<file path="src/rtl/move_validator.sv">
// move_validator: registered move checker and owner of the NCELLS-cell board.
// Latency 1 cycle: a request sampled on an edge updates board, pulses, err_code
// and err_count on that same edge. Rejected requests leave board/turn untouched.
// Optional: define STRICT_TURN_EN to reject out-of-turn requests with code 4.
// Ports:
//   i_clock, i_reset          rising-edge clock, synchronous active-high reset
//   i_p_enable, i_c_enable    one-hot player / computer cell select (0 = idle)
//   i_board_clear             synchronous new-game clear, beats any request
//   o_board_flat              cell i at [2i+1:2i]: 00 empty, 01 player, 10 computer
//   o_move_valid, o_wrong_move  one-cycle commit / reject pulses
//   o_err_code                cause of last rejection, held until next request
//   o_err_count               saturating rejection count
//   o_turn, o_board_full      side to move, all cells occupied
module move_validator #(
  parameter int NCELLS    = 9,
  parameter int ERR_CNT_W = 4
) (
  input  logic                   i_clock,
  input  logic                   i_reset,
  input  logic [NCELLS-1:0]      i_p_enable,
  input  logic [NCELLS-1:0]      i_c_enable,
  input  logic                   i_board_clear,
  output logic [2*NCELLS-1:0]    o_board_flat,
  output logic                   o_move_valid,
  output logic                   o_wrong_move,
  output logic [2:0]             o_err_code,
  output logic [ERR_CNT_W-1:0]   o_err_count,
  output logic                   o_turn,
  output logic                   o_board_full
);

  typedef enum logic [1:0] {
    P_TURN = 2'd0,
    C_TURN = 2'd1,
    FULL   = 2'd2
  } state_t;

  state_t                r_state;
  logic [2*NCELLS-1:0]   r_board;
  logic                  r_move_valid;
  logic                  r_wrong_move;
  logic [2:0]            r_err_code;
  logic [ERR_CNT_W-1:0]  r_err_count;
  logic                  r_turn;

  logic [NCELLS-1:0]     w_occ;
  logic [NCELLS-1:0]     w_req_vec;
  logic                  w_req;
  logic                  w_is_player;
  logic                  w_out_of_turn;
  logic [2:0]            w_err;
  logic                  w_fills;
  logic [2*NCELLS-1:0]   w_next_board;

  // Player request takes the vector slot when both sides are nonzero; that case
  // is rejected with code 3 before the vector contents matter.
  assign w_req       = (|i_p_enable) || (|i_c_enable);
  assign w_is_player = |i_p_enable;
  assign w_req_vec   = w_is_player ? i_p_enable : i_c_enable;

`ifdef STRICT_TURN_EN
  assign w_out_of_turn = (w_is_player && (r_state == C_TURN)) ||
                         (!w_is_player && (r_state == P_TURN));
`else
  assign w_out_of_turn = 1'b0;
`endif

  always_comb begin
    w_occ        = '0;
    w_next_board = r_board;
    for (int i = 0; i < NCELLS; i++) begin
      w_occ[i] = |r_board[2*i +: 2];
      if (w_req_vec[i]) begin
        w_next_board[2*i +: 2] = w_is_player ? 2'b01 : 2'b10;
      end
    end
  end

  // Committing this move leaves no empty cell.
  assign w_fills = &(w_occ | w_req_vec);

  // Error priority, highest first.
  always_comb begin
    w_err = 3'd0;
    if (r_state == FULL)                       w_err = 3'd5;
    else if ((|i_p_enable) && (|i_c_enable))   w_err = 3'd3;
    else if (!$onehot(w_req_vec))              w_err = 3'd2;
    else if (w_out_of_turn)                    w_err = 3'd4;
    else if (|(w_occ & w_req_vec))             w_err = 3'd1;
  end

  always_ff @(posedge i_clock) begin
    if (i_reset || i_board_clear) begin
      r_state      <= P_TURN;
      r_board      <= '0;
      r_move_valid <= 1'b0;
      r_wrong_move <= 1'b0;
      r_err_code   <= 3'd0;
      r_err_count  <= '0;
      r_turn       <= 1'b0;
    end else if (!w_req) begin
      r_move_valid <= 1'b0;
      r_wrong_move <= 1'b0;
    end else if (w_err != 3'd0) begin
      r_move_valid <= 1'b0;
      r_wrong_move <= 1'b1;
      r_err_code   <= w_err;
      if (r_err_count != '1) begin
        r_err_count <= r_err_count + ERR_CNT_W'(1);
      end
    end else begin
      r_move_valid <= 1'b1;
      r_wrong_move <= 1'b0;
      r_err_code   <= 3'd0;
      r_board      <= w_next_board;
      r_turn       <= w_is_player;
      if (w_fills)          r_state <= FULL;
      else if (w_is_player) r_state <= C_TURN;
      else                  r_state <= P_TURN;
    end
  end

  assign o_board_flat = r_board;
  assign o_move_valid = r_move_valid;
  assign o_wrong_move = r_wrong_move;
  assign o_err_code   = r_err_code;
  assign o_err_count  = r_err_count;
  assign o_turn       = r_turn;
  assign o_board_full = &w_occ;

endmodule

</file>
<file path="config.mk">
export PLATFORM = sky130hd
export DESIGN_NAME = move_validator
export DESIGN_NICKNAME = d
export VERILOG_FILES = /design/src/rtl/move_validator.sv
export SDC_FILE = /design/constraint.sdc
export NUM_CORES = 1
export LEC_CHECK = 0
export BUFFER_PORTS_ARGS = -buffer_cell sky130_fd_sc_hd__buf_2
export CAP_MARGIN = 5
export CORE_ASPECT_RATIO = 1.25
export CORE_MARGIN = 4
export CORE_UTILIZATION = 52
export CTS_CLUSTER_DIAMETER = 150
export DETAILED_ROUTE_END_ITERATION = 7
export PLACE_DENSITY = 0.85
export REMOVE_ABC_BUFFERS = 1
export SYNTH_ARGS = -nofsm -noshare
export SYNTH_HDL_FRONTEND = slang
export SYNTH_SLANG_ARGS = --single-unit
</file>
<file path="constraint.sdc">
create_clock -name i_clock -period 7.51 [get_ports i_clock]
set_input_delay 1.8775 -clock i_clock [delete_from_list [all_inputs] [get_ports i_clock]]
set_output_delay 1.8775 -clock i_clock [all_outputs]
set_load 0.01 [all_outputs]
</file>
# Yosys cells after proc, flatten, opt, wreduce, memory -nomap -nowiden
# Index checks and enable logic that the tools add are counted.
word_totals:
  word_cells: 72
  in_bits: 21
  output_inout_bits: 29
  regBits: 30
op_classes:
  n_addsub: 9
  eq_ne: 3
  bitwise: 4
  muxes: 11
  reduce_logical: 30
ops:
  columns: ["operator", "n"]
  rows:
  - ["3-bit AND reduction", 10]
  - ["9-bit OR reduction", 3]
  - ["2-bit OR reduction", 10]
  - ["9-bit AND reduction", 2]
  - ["9-bit bitwise AND", 1]
  - ["9-bit 2-to-1 mux", 1]
  - ["9-bit bitwise OR", 1]
  - ["1-bit by 1-bit adder with 2-bit output", 4]
  - ["2-bit 2-to-1 mux", 4]
  - ["2-bit by 2-bit adder with 3-bit output", 2]
  - ["3-bit 2-to-1 mux", 2]
  - ["3-bit by 3-bit adder with 4-bit output", 1]
  - ["4-bit by 1-bit adder with 4-bit output", 1]
  - ["4-bit by 1-bit adder with 4-bit output, second input constant", 1]
  - ["4-bit by 1-bit == test with 1-bit output, second input constant", 1]
  - ["1-bit 2-to-1 mux", 4]
  - ["4-bit inequality test, second input constant", 1]
  - ["3-bit nonzero test", 1]
  - ["2-bit == test, second input constant", 1]
  - ["1-bit logical OR", 2]
  - ["1-bit NOT", 2]
  - ["2-bit AND reduction", 1]
  - ["1-bit logical AND", 1]

# Depth between registers and ports, before layout
# Gate-level depths: netlist of the first run.
depth:
  ltp_word: 13
  ltp_mapped: 21
  depth_no_buf: 18

# Worst setup path before layout of the first run
# No wires, ideal clock.
synth_path:
  kind: "in2reg"
  from: "input i_p_enable[7]"
  to: "register r_err_count[3] (netlist: o_err_count[3])"
  n_path_buf: 2
  setup_slack_ps: 1390
  t_required_ps: 7439
  stages: 20
  t_arrival_ps: 6049
  path_cell_list: "nor4_4 and3_1 buf_2 buf_2 a21oi_1 inv_1 fa_1 inv_1 fa_1 fa_1 inv_1 fa_1 inv_1 fa_1 nor2b_1 a31o_2 o2111ai_1 nor4_2 or4_1 a21oi_1"
synth_between:
  elab_chain_cells: 12
  elab_cells_between_ends: 21
  cone_classes: "add/sub: 8; eq/ne: 1; mux: 5; bitwise: 1; reduce/logical: 6"
synth_rtl:
  columns: ["element", "line_no", "rtl"]
  rows:
  - ["start: declaration", "20", "input logic [NCELLS-1:0] i_p_enable,"]
  - ["9-bit OR reduction", "57, 58, 86", null]
  - ["9-bit 2-to-1 mux", "59", "assign w_req_vec = w_is_player ? i_p_enable : i_c_enable;"]
  - ["1-bit by 1-bit adder with 2-bit output (not written as such)", "87", "else if (!$onehot(w_req_vec)) w_err = 3'd2;"]
  - ["2-bit by 2-bit adder with 3-bit output (not written as such)", "87", null]
  - ["3-bit by 3-bit adder with 4-bit output (not written as such)", "87", null]
  - ["4-bit by 1-bit adder with 4-bit output (not written as such)", "87", null]
  - ["4-bit by 1-bit == test with 1-bit output", "87", null]
  - ["2-bit 2-to-1 mux", "87", null]
  - ["2-bit 2-to-1 mux", "86", "else if ((|i_p_enable) && (|i_c_enable)) w_err = 3'd3;"]
  - ["3-bit 2-to-1 mux", "85", "if (r_state == FULL) w_err = 3'd5;"]
  - ["3-bit nonzero test", "104", "end else if (w_err != 3'd0) begin"]
  - ["3-bit AND reduction (no source line) (*)", null, null]
  - ["end signal: assignment", "109", "r_err_count <= r_err_count + ERR_CNT_W'(1);"]
  - ["end: declaration", "43", "logic [ERR_CNT_W-1:0] r_err_count;"]
# Mark *: on every way between the ends. The rest lies on a longest branch, timed or not.
# A chain may end at the register's enable or synchronous reset.

# Worst setup path after layout of the first run
layout_path:
  from: "input i_p_enable[5]"
  to: "register r_board[8] (netlist: o_board_flat[8])"
layout_between:
  elab_chain_cells: 13
  elab_cells_between_ends: 23
  cone_classes: "add/sub: 8; eq/ne: 1; mux: 6; bitwise: 2; reduce/logical: 6"
layout_rtl:
  columns: ["element", "line_no", "rtl"]
  rows:
  - ["9-bit OR reduction", "57, 58, 86", null]
  - ["9-bit 2-to-1 mux", "59", null]
  - ["1-bit by 1-bit adder with 2-bit output (not written as such)", "87", null]
  - ["2-bit by 2-bit adder with 3-bit output (not written as such)", "87", null]
  - ["3-bit by 3-bit adder with 4-bit output (not written as such)", "87", null]
  - ["4-bit by 1-bit adder with 4-bit output (not written as such)", "87", null]
  - ["4-bit by 1-bit == test with 1-bit output", "87", null]
  - ["2-bit 2-to-1 mux", "87", null]
  - ["2-bit 2-to-1 mux", "86", null]
  - ["3-bit 2-to-1 mux", "85", null]
  - ["3-bit nonzero test", "104", null]
  - ["1-bit NOT (no source line)", null, null]
  - ["3-bit AND reduction (no source line)", null, null]
  - ["end signal: assignment", "115", "r_board <= w_next_board;"]
  - ["end: declaration", "39", "logic [2*NCELLS-1:0] r_board;"]
# Several ways; a longest one is shown, not always the timed one.

==> run metrics, run 1 <==
Achievable Freq about 0.15 GHz; Setup WS pre-CTS 0.7598 ns; average wire per standard cell around 18 um; critical path's slowest cell nor4_4; Unique masters post-synth between 40 and 50; Main synth FF type dfxtp_1; setup TNS 0 ns; Hold Fails Final Rpt 0; Net Sw Frac 0.2949; #FFs+latches synth 30; worst r2r src o_board_flat[1]; min Tclk post-route about 6.6 ns; cts hold-fix bufs 0; Final Cycle Share 0.8746; Worst Path Required 7.70 ns; total CTS buffers 5; Reg clk slew, reported paths 0.06 ns; Slew HR 0.2988; cell class contributing the biggest share of worst-path delay adder cells; simple logic cell fraction of the synthesized area 0.2647; WL final about 5.7 mm; vias in the first global route ~2000; first-pass GRT wire length roughly 9.2 mm; CP bufs+invs 5; hold path startpoint o_err_code[2]; top cells by count, synth dfxtp_1 (30), nor2_1 (19), o21ai_0 (17), nand2_1 (13), a21oi_1 (12); port bufs about 50; Reg power frac 0.436; RSZ-0062 raised after global routing no; cell with the most instances after synthesis dfxtp_1; Worst path max stage delay between 0.5 and 0.6 ns; post-synthesis cell count 220; sequential share of the synthesized area 0.3241; multiplexer share of the synthesized area 0.005402; Worst path most repeated cell fa_1; actual slew at the worst max-slew pin approximately 1.0 ns; # diodes 0; Logic pwr share 0.204; clock power share 0.360; Final setup viols 0; DRT Pass-1 Iters 6; CTS tree done; post-CTS setup buffers 0; Mapped Area ~0.0019 sq mm; die width roughly 61 um; Net Sw Power about 0.00011 W; CP Capture Type register; internal power between 0.0002 and 0.0003 W; critical path arrival about 6.8 ns; critical setup path kind in2reg; fin util 0.6417; Post-Synth Adder-Cell Area 0.07968; Worst Setup SP i_p_enable[5]; Max-Cap Viols 0; largest family of logic cells by synthesized area compound AO/OA/AOI/OAI gates; Synth Warn # 0; Compound-Gate Fraction of Synth Area 0.2748; DR vias/cell about 6.6; core region area between 0.003 and 0.004 sq mm; Tot Pwr about 0.00037 W; hpwl dp between 4 and 5 mm; startpoint types input port; Vias roughly 2000; Global Route Usage Sum 0.2689; Post-synth EDFFs 0; dpl cells 301; DR DRC count 0; Fillers about 330; total gr overflow 0; clk_skew 0.003050 ns; GP Congestion roughly 1.0; CTS sink count 30; initial drt markers 160; cell taking the most area after synthesis dfxtp_1; status complete, no violations; xor and xnor fraction of the mapped netlist area 0.004727; Synth-to-Final Area Change 19.58%; cells along the critical path buf_2 > nor4_4 > and3_1 > a21oi_1 > inv_1 > fa_1 > inv_1 > fa_1 > fa_1 > inv_1 > fa_1 > inv_1 > fa_1 > nor2_1 > a31o_2 > nand3_1 > nor4_4 > a31oi_1 > a211oi_1; Finished Layout Cells slightly above 300; Die ar. between 0.004 and 0.005 sq mm; CTS root buf clkbuf_8; Power Dens Cells about 170 mW/mm^2; Detail Route Antenna Nets 0; largest cells by area after synthesis dfxtp_1 (32%), fa_1 (5.4%), o21ai_0 (4.6%), nor2_1 (3.8%), nor4_4 (3.4%); share of cells above drive strength 1 0.2630; I/O pin total 50; initial antenna violation count 0; worst hold path type reg2reg; die height ~75 um; Post-synth ARST share 0; post-CTS resize count 0; syn_area_per_cell 8.423 sq um; clk buf depth 2; final-report max-slew violation count 0; row count 24; Max H-tree Level 2; fin worst setup slack approximately 0.94 ns; largest net degree at the start of global routing 21; Initial Util 0.5366; area share of the largest cell type after synthesis 0.3241; peak supply drop about 0.12 mV; LEAKAGE between 0.9 and 1 nW; critical path peak fanout 14; worst skew pair latency between 0.2 and 0.3 ns; Final #Nets ~300
[layout by cell type, fill, tap and decap left out, types with 3 or more instances in the layout]
master,Yosys,layout
nor2b_1,3,3
nor2_1,19,19
nand3_1,6,6
buf_4,1,3
dfxtp_1,30,30
a41oi_1,5,5
a211oi_1,3,3
nor4_4,3,3
nor4_1,3,3
inv_1,11,11
ha_1,3,3
nand2_1,13,13
buf_2,3,49
o21ai_0,17,17
a21o_1,3,3
or4_1,3,3
clkbuf_8,0,6
and3_1,9,9
fa_1,5,5
a31oi_1,9,9
nand4_1,7,7
a21oi_1,12,12
o31ai_1,4,4
o21a_1,4,4
nor3_1,9,9
[power by group through the flow]
stage                     clock network [W]   logic, W  registers, W
after floorplan                           0  0.0000453      0.000166
after global placement                    0  0.0000707      0.000165
after detailed placement                  0  0.0000735      0.000165
after CTS                          0.000135  0.0000746      0.000161
after global routing               0.000142  0.0000841      0.000162
final                              0.000133  0.0000755      0.000161
[sequential cells by signal, indices dropped and copies added, names as in the netlist]
register and flops:
o_wrong_move 1, o_turn 1, o_board_flat 18, o_move_valid 1, o_err_count 4, r_state 2
o_err_code 3
[final timing paths]
kind / depth (start not counted) / slack [ns] / end
setup / recovery: 19 / 0.94 / o_board_flat[8]
hold / removal: 2 / 0.46 / o_err_code[2]
setup reg to reg: 6 / 4.96 / o_board_flat[8]
hold reg to reg: 2 / 0.46 / o_err_code[2]
[per-stage QoR]
step	instance area, sq um	hold WS, ns
floorplan	1808	0.4761
global placement	2125	0.4367
detailed placement	2125	0.4620
CTS	2216	0.4688
global route	2216	0.4976
finish	2216	0.4604
[routing by layer]
layer / track usage / wire length [um] / up-vias
met4: 0.1604 / 196 / 0
met3: 0.06690 / 562 / 23
met5: 0 / 0 / -
li1: - / - / 940
met2: 0.4424 / 2739 / 138
met1: 0.3101 / 2189 / 943
[final cells by class]
type                            instances  area, sq um  area share
Inverter                               11        41.29     0.01863
Tap cell                               39        48.80     0.02202
Clock inverter                          1        5.005    0.002259
Timing Repair Buffer                   52        267.8      0.1208
Multi-Input combinational cell        169         1166      0.5263
Clock buffer                            7        86.33     0.03896
Sequential cell                        30        600.6      0.2710
[logic make-up (layout without fill, tap and decap cells)]
kind of cell             Yosys count  count (layout)
buffers and inverters             21              71
AND/OR/NAND/NOR                   83              83
multiplexers                       1               1
AO/OA/AOI/OAI                     75              75
XOR/XNOR                           1               1
flip-flops                        30              30
adder cells (fa/ha/maj)            9               9
[worst min-delay path, cell delays in order, from the launching register on]
cell	delay [ns]
dfxtp_1	0.31
nand2_1	0.05
a21oi_1	0.05
(Power assumes the default switching activity.)
==> run 2, diff against run 1 <==
PLACE_DENSITY = 0.79   (was 0.85)
==> run 2 against run 1 <==
Routed wire length down 3.7%; clock skew up 0.0054 ns; critical path depth did not move; register-to-register slack is essentially flat; worst hold slack got worse by 0.014 ns; final cell count fell by 0.32%; critical path type unchanged.
==> run metrics, run 2 (same netlist as run 1, synthesis figures left out) <==
Final setup viols 0 (unchanged); total gr overflow 0 (unchanged); DR DRC count 0 (unchanged); largest net degree at the start of global routing 21 (unchanged); Finished Layout Cells 308 (-0.32%); min Tclk post-route 6.522 ns (-0.04644 ns); core region area 0.003453 sq mm (unchanged); Reg clk slew, reported paths 0.06 ns (about the same); Global Route Usage Sum 0.2549 (-0.01403); Setup WS pre-CTS 0.8058 ns (+0.04608 ns); max reg flops 18 (unchanged); # diodes 0 (unchanged); post-route design area 0.002227 sq mm (+0.51%); Max-Cap Viols 0 (unchanged); Slew HR 0.3414 (+0.04262); Hold Fails Final Rpt 0 (unchanged); cts hold-fix bufs 0 (unchanged); die height 74.74 um (unchanged); worst skew pair latency 0.29 ns (about the same); critical setup path kind in2reg; share of cells above drive strength 1 0.2639 (+0.0009776); post-CTS setup buffers 0 (unchanged); Fillers 302 (-8.2%); CTS sink count 30 (unchanged); Initial Util 0.5366 (unchanged); RSZ-0062 raised after global routing no; GP Congestion 1.053 (+3.0%); Final #Nets 297 (-0.34%); LEAKAGE 0.9759 nW (+0.40%); Reg power frac 0.415 (-0.021); final-report max-slew violation count 0 (unchanged); dpl cells 300 (-0.33%); Vias 2022 (-1.1%); commonest non-fill, non-tap cells in the layout buf_2 (49), dfxtp_1 (30), nor2_1 (19), o21ai_0 (17), nand2_1 (13); Achievable Freq 0.1533 GHz (+0.71%); initial drt markers 145 (-9.4%); Net Sw Power 0.0001096 W (+0.35%); WL final 5.479 mm (-3.7%); row count 24 (unchanged); clk buf depth 2 (unchanged); critical path peak fanout 14 (unchanged); Max H-tree Level 2 (unchanged); total CTS buffers 5 (unchanged); I/O pin total 50 (unchanged); clock power share 0.395 (+0.035); CTS tree done; Hold Slack 0.4468 ns (-0.01362 ns); first-pass GRT wire length 8.625 mm (-6.2%); initial antenna violation count 0 (unchanged); Logic pwr share 0.190 (-0.014); hpwl dp 4.146 mm (-3.7%); setup TNS 0 ns (unchanged); Detail Route Antenna Nets 0 (unchanged); critical path arrival 6.73 ns (-0.03 ns); Final Cycle Share 0.8685 (-0.006184); most common cell after layout, fill and taps aside buf_2; Power Dens Cells 174.7 mW/mm^2 (+4.5%); DRT Pass-1 Iters 5 (-1); vias in the first global route 1825 (-7.5%); startpoint types input port; Synth-to-Final Area Change 20.19%; clk_skew 0.008494 ns (+0.005445 ns); DR vias/cell 6.565 (-0.76%); average wire per standard cell 17.79 um (-3.3%); Worst Path Required 7.72 ns (+0.02 ns); Die ar. 0.004588 sq mm (unchanged); actual slew at the worst max-slew pin 0.9809 ns (-0.06348 ns); port bufs 49 (unchanged); internal power 0.0002795 W (+7.0%); peak supply drop 0.1295 mV (+7.9%); die width 61.39 um (unchanged); post-CTS resize count 0 (unchanged); CTS root buf clkbuf_8; status complete, no violations; worst hold path type reg2reg; Net Sw Frac 0.2817 (-0.01321); fin worst setup slack 0.9878 ns (+0.04644 ns); Post-Place Cell Area 0.002117 sq mm (-0.35%); CP Capture Type register
## run 2: cell types whose count changed in the layout (fill, tap and decap cells not counted), sizes merged
| cell | previous run | this run |
|---|---|---|
| clkbuf | 7 | 8 |
| buf | 52 | 51 |
| clkinv | 1 | 0 |
## run 2: final timing paths
path | from | endpoint | slack (ns) | cells after the start
setup / recovery | i_p_enable[7] | r_state[0] | 0.99 | 19
hold / removal | o_err_code[2] | o_err_code[2] | 0.45 | 2
setup reg to reg | o_board_flat[13] | r_state[0] | 4.97 | 6
hold reg to reg | o_err_code[2] | o_err_code[2] | 0.45 | 2
## run 2: final cells by class
| type | count | area, sq um | share of cell area |
|---|---|---|---|
| inverter | 11 | 41.29 | 0.01854 |
| tap | 39 | 48.80 | 0.02191 |
| clock buffer | 8 | 110.1 | 0.04944 |
| sequential | 30 | 600.6 | 0.2697 |
| multi-input combinational | 169 | 1166 | 0.5236 |
| timing repair buffer | 51 | 260.3 | 0.1169 |
## run 2: through the flow
stage	utilization	power (W)
6_report	0.6449	0.0003890
5_1_grt	0.6449	0.0004065
4_1_cts	0.6449	0.0003917
3_5_place_dp	0.6130	0.0002376
3_3_place_gp	0.6130	0.0002352
2_1_floorplan	-	0.0002109
## run 2: layer usage
| layer | vias up | GRT usage | routed length [um] |
|---|---|---|---|
| met3 | 20 | 0.05832 | 425 |
| met1 | 955 | 0.3118 | 2186 |
| li1 | 945 | - | - |
| met5 | - | 0 | 0 |
| met4 | 0 | 0.1462 | 182 |
| met2 | 102 | 0.4059 | 2684 |
## run 2: critical path: stages
cell,delay [ns]
buf_2,0.14
nor4_4,0.49
and3_1,0.42
a21oi_1,0.14
inv_1,0.09
fa_1,0.41
inv_1,0.08
fa_1,0.43
fa_1,0.50
inv_1,0.05
fa_1,0.37
inv_1,0.08
fa_1,0.19
nor2b_1,0.14
a31o_2,0.13
nand3_1,0.16
nor4_4,0.59
nand4_1,0.25
o21ai_1,0.20
## run 2: power by group through the flow
stage          registers [W]  clock network, W   logic, W
4_1_cts             0.000161          0.000157  0.0000731
3_3_place_gp        0.000165                 0  0.0000703
3_5_place_dp        0.000165                 0  0.0000726
6_report            0.000161          0.000154  0.0000739
2_1_floorplan       0.000166                 0  0.0000453
5_1_grt             0.000161          0.000163  0.0000821
==> run 3, diff against run 2 <==
CAP_MARGIN = unset   (was 5)
CORE_MARGIN = unset   (was 4)
==> run 3 against run 2 <==
Final area decreased by 0.11%; critical path type unchanged; highest routed layer unchanged; register-to-register slack worse by 0.29 ns; non-clock buffer count unchanged; clock skew decreased by 0.0030 ns; core utilization grew 2.7 points; worst setup slack better by 0.019 ns; sequential share of layout area barely moved; worst hold slack gained 0.0025 ns.
==> run metrics, run 3 (same netlist as run 1, synthesis figures left out) <==
fin util 0.6722 (+0.02728); Initial Util 0.5599 (+0.02333); Hold Slack 0.4493 ns (+0.002491 ns); row count 23 (-4.2%); WL final 5.329 mm (-2.7%); initial drt markers 156 (+7.6%); actual slew at the worst max-slew pin 1.161 ns (+0.1806 ns); Detail Route Antenna Nets 0 (unchanged); Slew HR 0.2192 (-0.1222); total gr overflow 0 (unchanged); CTS tree done; Vias 2000 (-1.1%); dpl cells 298 (-0.67%); Max-Cap Viols 0 (unchanged); Power Dens Cells 175.0 mW/mm^2 (+0.20%); post-CTS resize count 0 (unchanged); min Tclk post-route 6.503 ns (-0.01931 ns); vias in the first global route 1822 (-0.16%); total CTS buffers 5 (unchanged); average wire per standard cell 17.42 um (-2.1%); core region area 0.003309 sq mm (-4.2%); GP Congestion 1.031 (-2.1%); Synth-to-Final Area Change 20.05%; Finished Layout Cells 306 (-0.65%); # diodes 0 (unchanged); startpoint types input port; most common cell after layout, fill and taps aside buf_2; worst hold path type reg2reg; Die ar. 0.003808 sq mm (-17%); Final setup viols 0 (unchanged); post-CTS setup buffers 0 (unchanged); first-pass GRT wire length 8.673 mm (+0.56%); clk_skew 0.005453 ns (-0.003042 ns); CTS sink count 30 (unchanged); Max H-tree Level 2 (unchanged); post-route design area 0.002225 sq mm (-0.11%); clk buf depth 2 (unchanged); Achievable Freq 0.1538 GHz (+0.30%); port bufs 49 (unchanged); Global Route Usage Sum 0.2978 (+0.04291); DRT Pass-1 Iters 6 (+1); critical path peak fanout 13 (-1); initial antenna violation count 0 (unchanged); critical setup path kind in2reg; cts hold-fix bufs 0 (unchanged); CTS root buf clkbuf_8; DR DRC count 0 (unchanged); Worst Path Required 7.73 ns (about the same); DR vias/cell 6.536 (-0.44%); commonest non-fill, non-tap cells in the layout buf_2 (49), dfxtp_1 (30), nor2_1 (19), o21ai_0 (17), nand2_1 (13); peak supply drop 0.1613 mV (+25%); Fillers 281 (-7.0%); RSZ-0062 raised after global routing no; I/O pin total 50 (unchanged); share of cells above drive strength 1 0.2639 (unchanged); status complete, no violations; critical path arrival 6.72 ns (about the same); Final #Nets 297 (unchanged); hpwl dp 3.983 mm (-3.9%); final-report max-slew violation count 0 (unchanged); R2R Setup Slk 4.68 ns (-0.29 ns); max reg flops 18 (unchanged); die height 68.74 um (-8.0%); LEAKAGE 0.9759 nW (about the same); worst skew pair latency 0.29 ns (about the same); Hold Fails Final Rpt 0 (unchanged); CP Capture Type register; largest net degree at the start of global routing 21 (unchanged); Final Cycle Share 0.8659 (-0.002571); Post-Place Cell Area 0.002115 sq mm (-0.12%); setup TNS 0 ns (unchanged); Reg clk slew, reported paths 0.06 ns (about the same); die width 55.39 um (-9.8%)
[run 3: worst max-delay path, stage by stage]
cell and delay (ns):
buf_2 0.14, nor4_4 0.45, and3_1 0.30, a21oi_1 0.11, inv_1 0.08, fa_1 0.41
inv_1 0.08, fa_1 0.43, fa_1 0.49, inv_1 0.05, fa_1 0.38, inv_1 0.08
fa_1 0.18, nor2b_1 0.14, a31o_2 0.13, o2111ai_1 0.12, nor4_2 0.89, o21ai_0 0.22
a21oi_1 0.16
[run 3: final cells by class]
type / count / area, sq um / area share
multi-input combinational: 169 / 1166 / 0.5242
sequential: 30 / 600.6 / 0.2700
timing repair buffer: 51 / 260.3 / 0.1170
clock buffer: 8 / 110.1 / 0.04949
tap: 37 / 46.29 / 0.02081
inverter: 11 / 41.29 / 0.01856
[run 3: path summary, 6_finish.rpt]
check	end	from	cells past startpoint
setup reg to reg	o_err_count[0]	o_board_flat[13]	6
setup / recovery	o_err_count[0]	i_p_enable[5]	19
hold / removal	o_err_code[2]	o_err_code[2]	2
hold reg to reg	o_err_code[2]	o_err_code[2]	2
[run 3: through the flow]
step | power, W | setup WS [ns]
6_report | 0.0003894 | 1.007
3_3_place_gp | 0.0002371 | 0.9201
4_1_cts | 0.0003897 | 1.015
2_1_floorplan | 0.0002109 | 1.089
5_1_grt | 0.0004056 | 0.6608
3_5_place_dp | 0.0002373 | 0.7252
[run 3: power breakdown]
group | total, W | internal [W] | switching (W)
combinational | 0.0000745 | 0.0000264 | 0.0000480
clock | 0.000154 | 0.0000924 | 0.0000611
sequential | 0.000161 | 0.000161 | 0.000000870
[run 3: routing by layer]
layer  routed length, um  vias up  share of wire  track usage
li1                    -      935              -            -
met5                   0        -              0            0
met4                 170        0          0.032       0.1719
met1                2143      921           0.40       0.3491
met3                 460       21          0.086      0.07090
met2                2555      123           0.48       0.5060
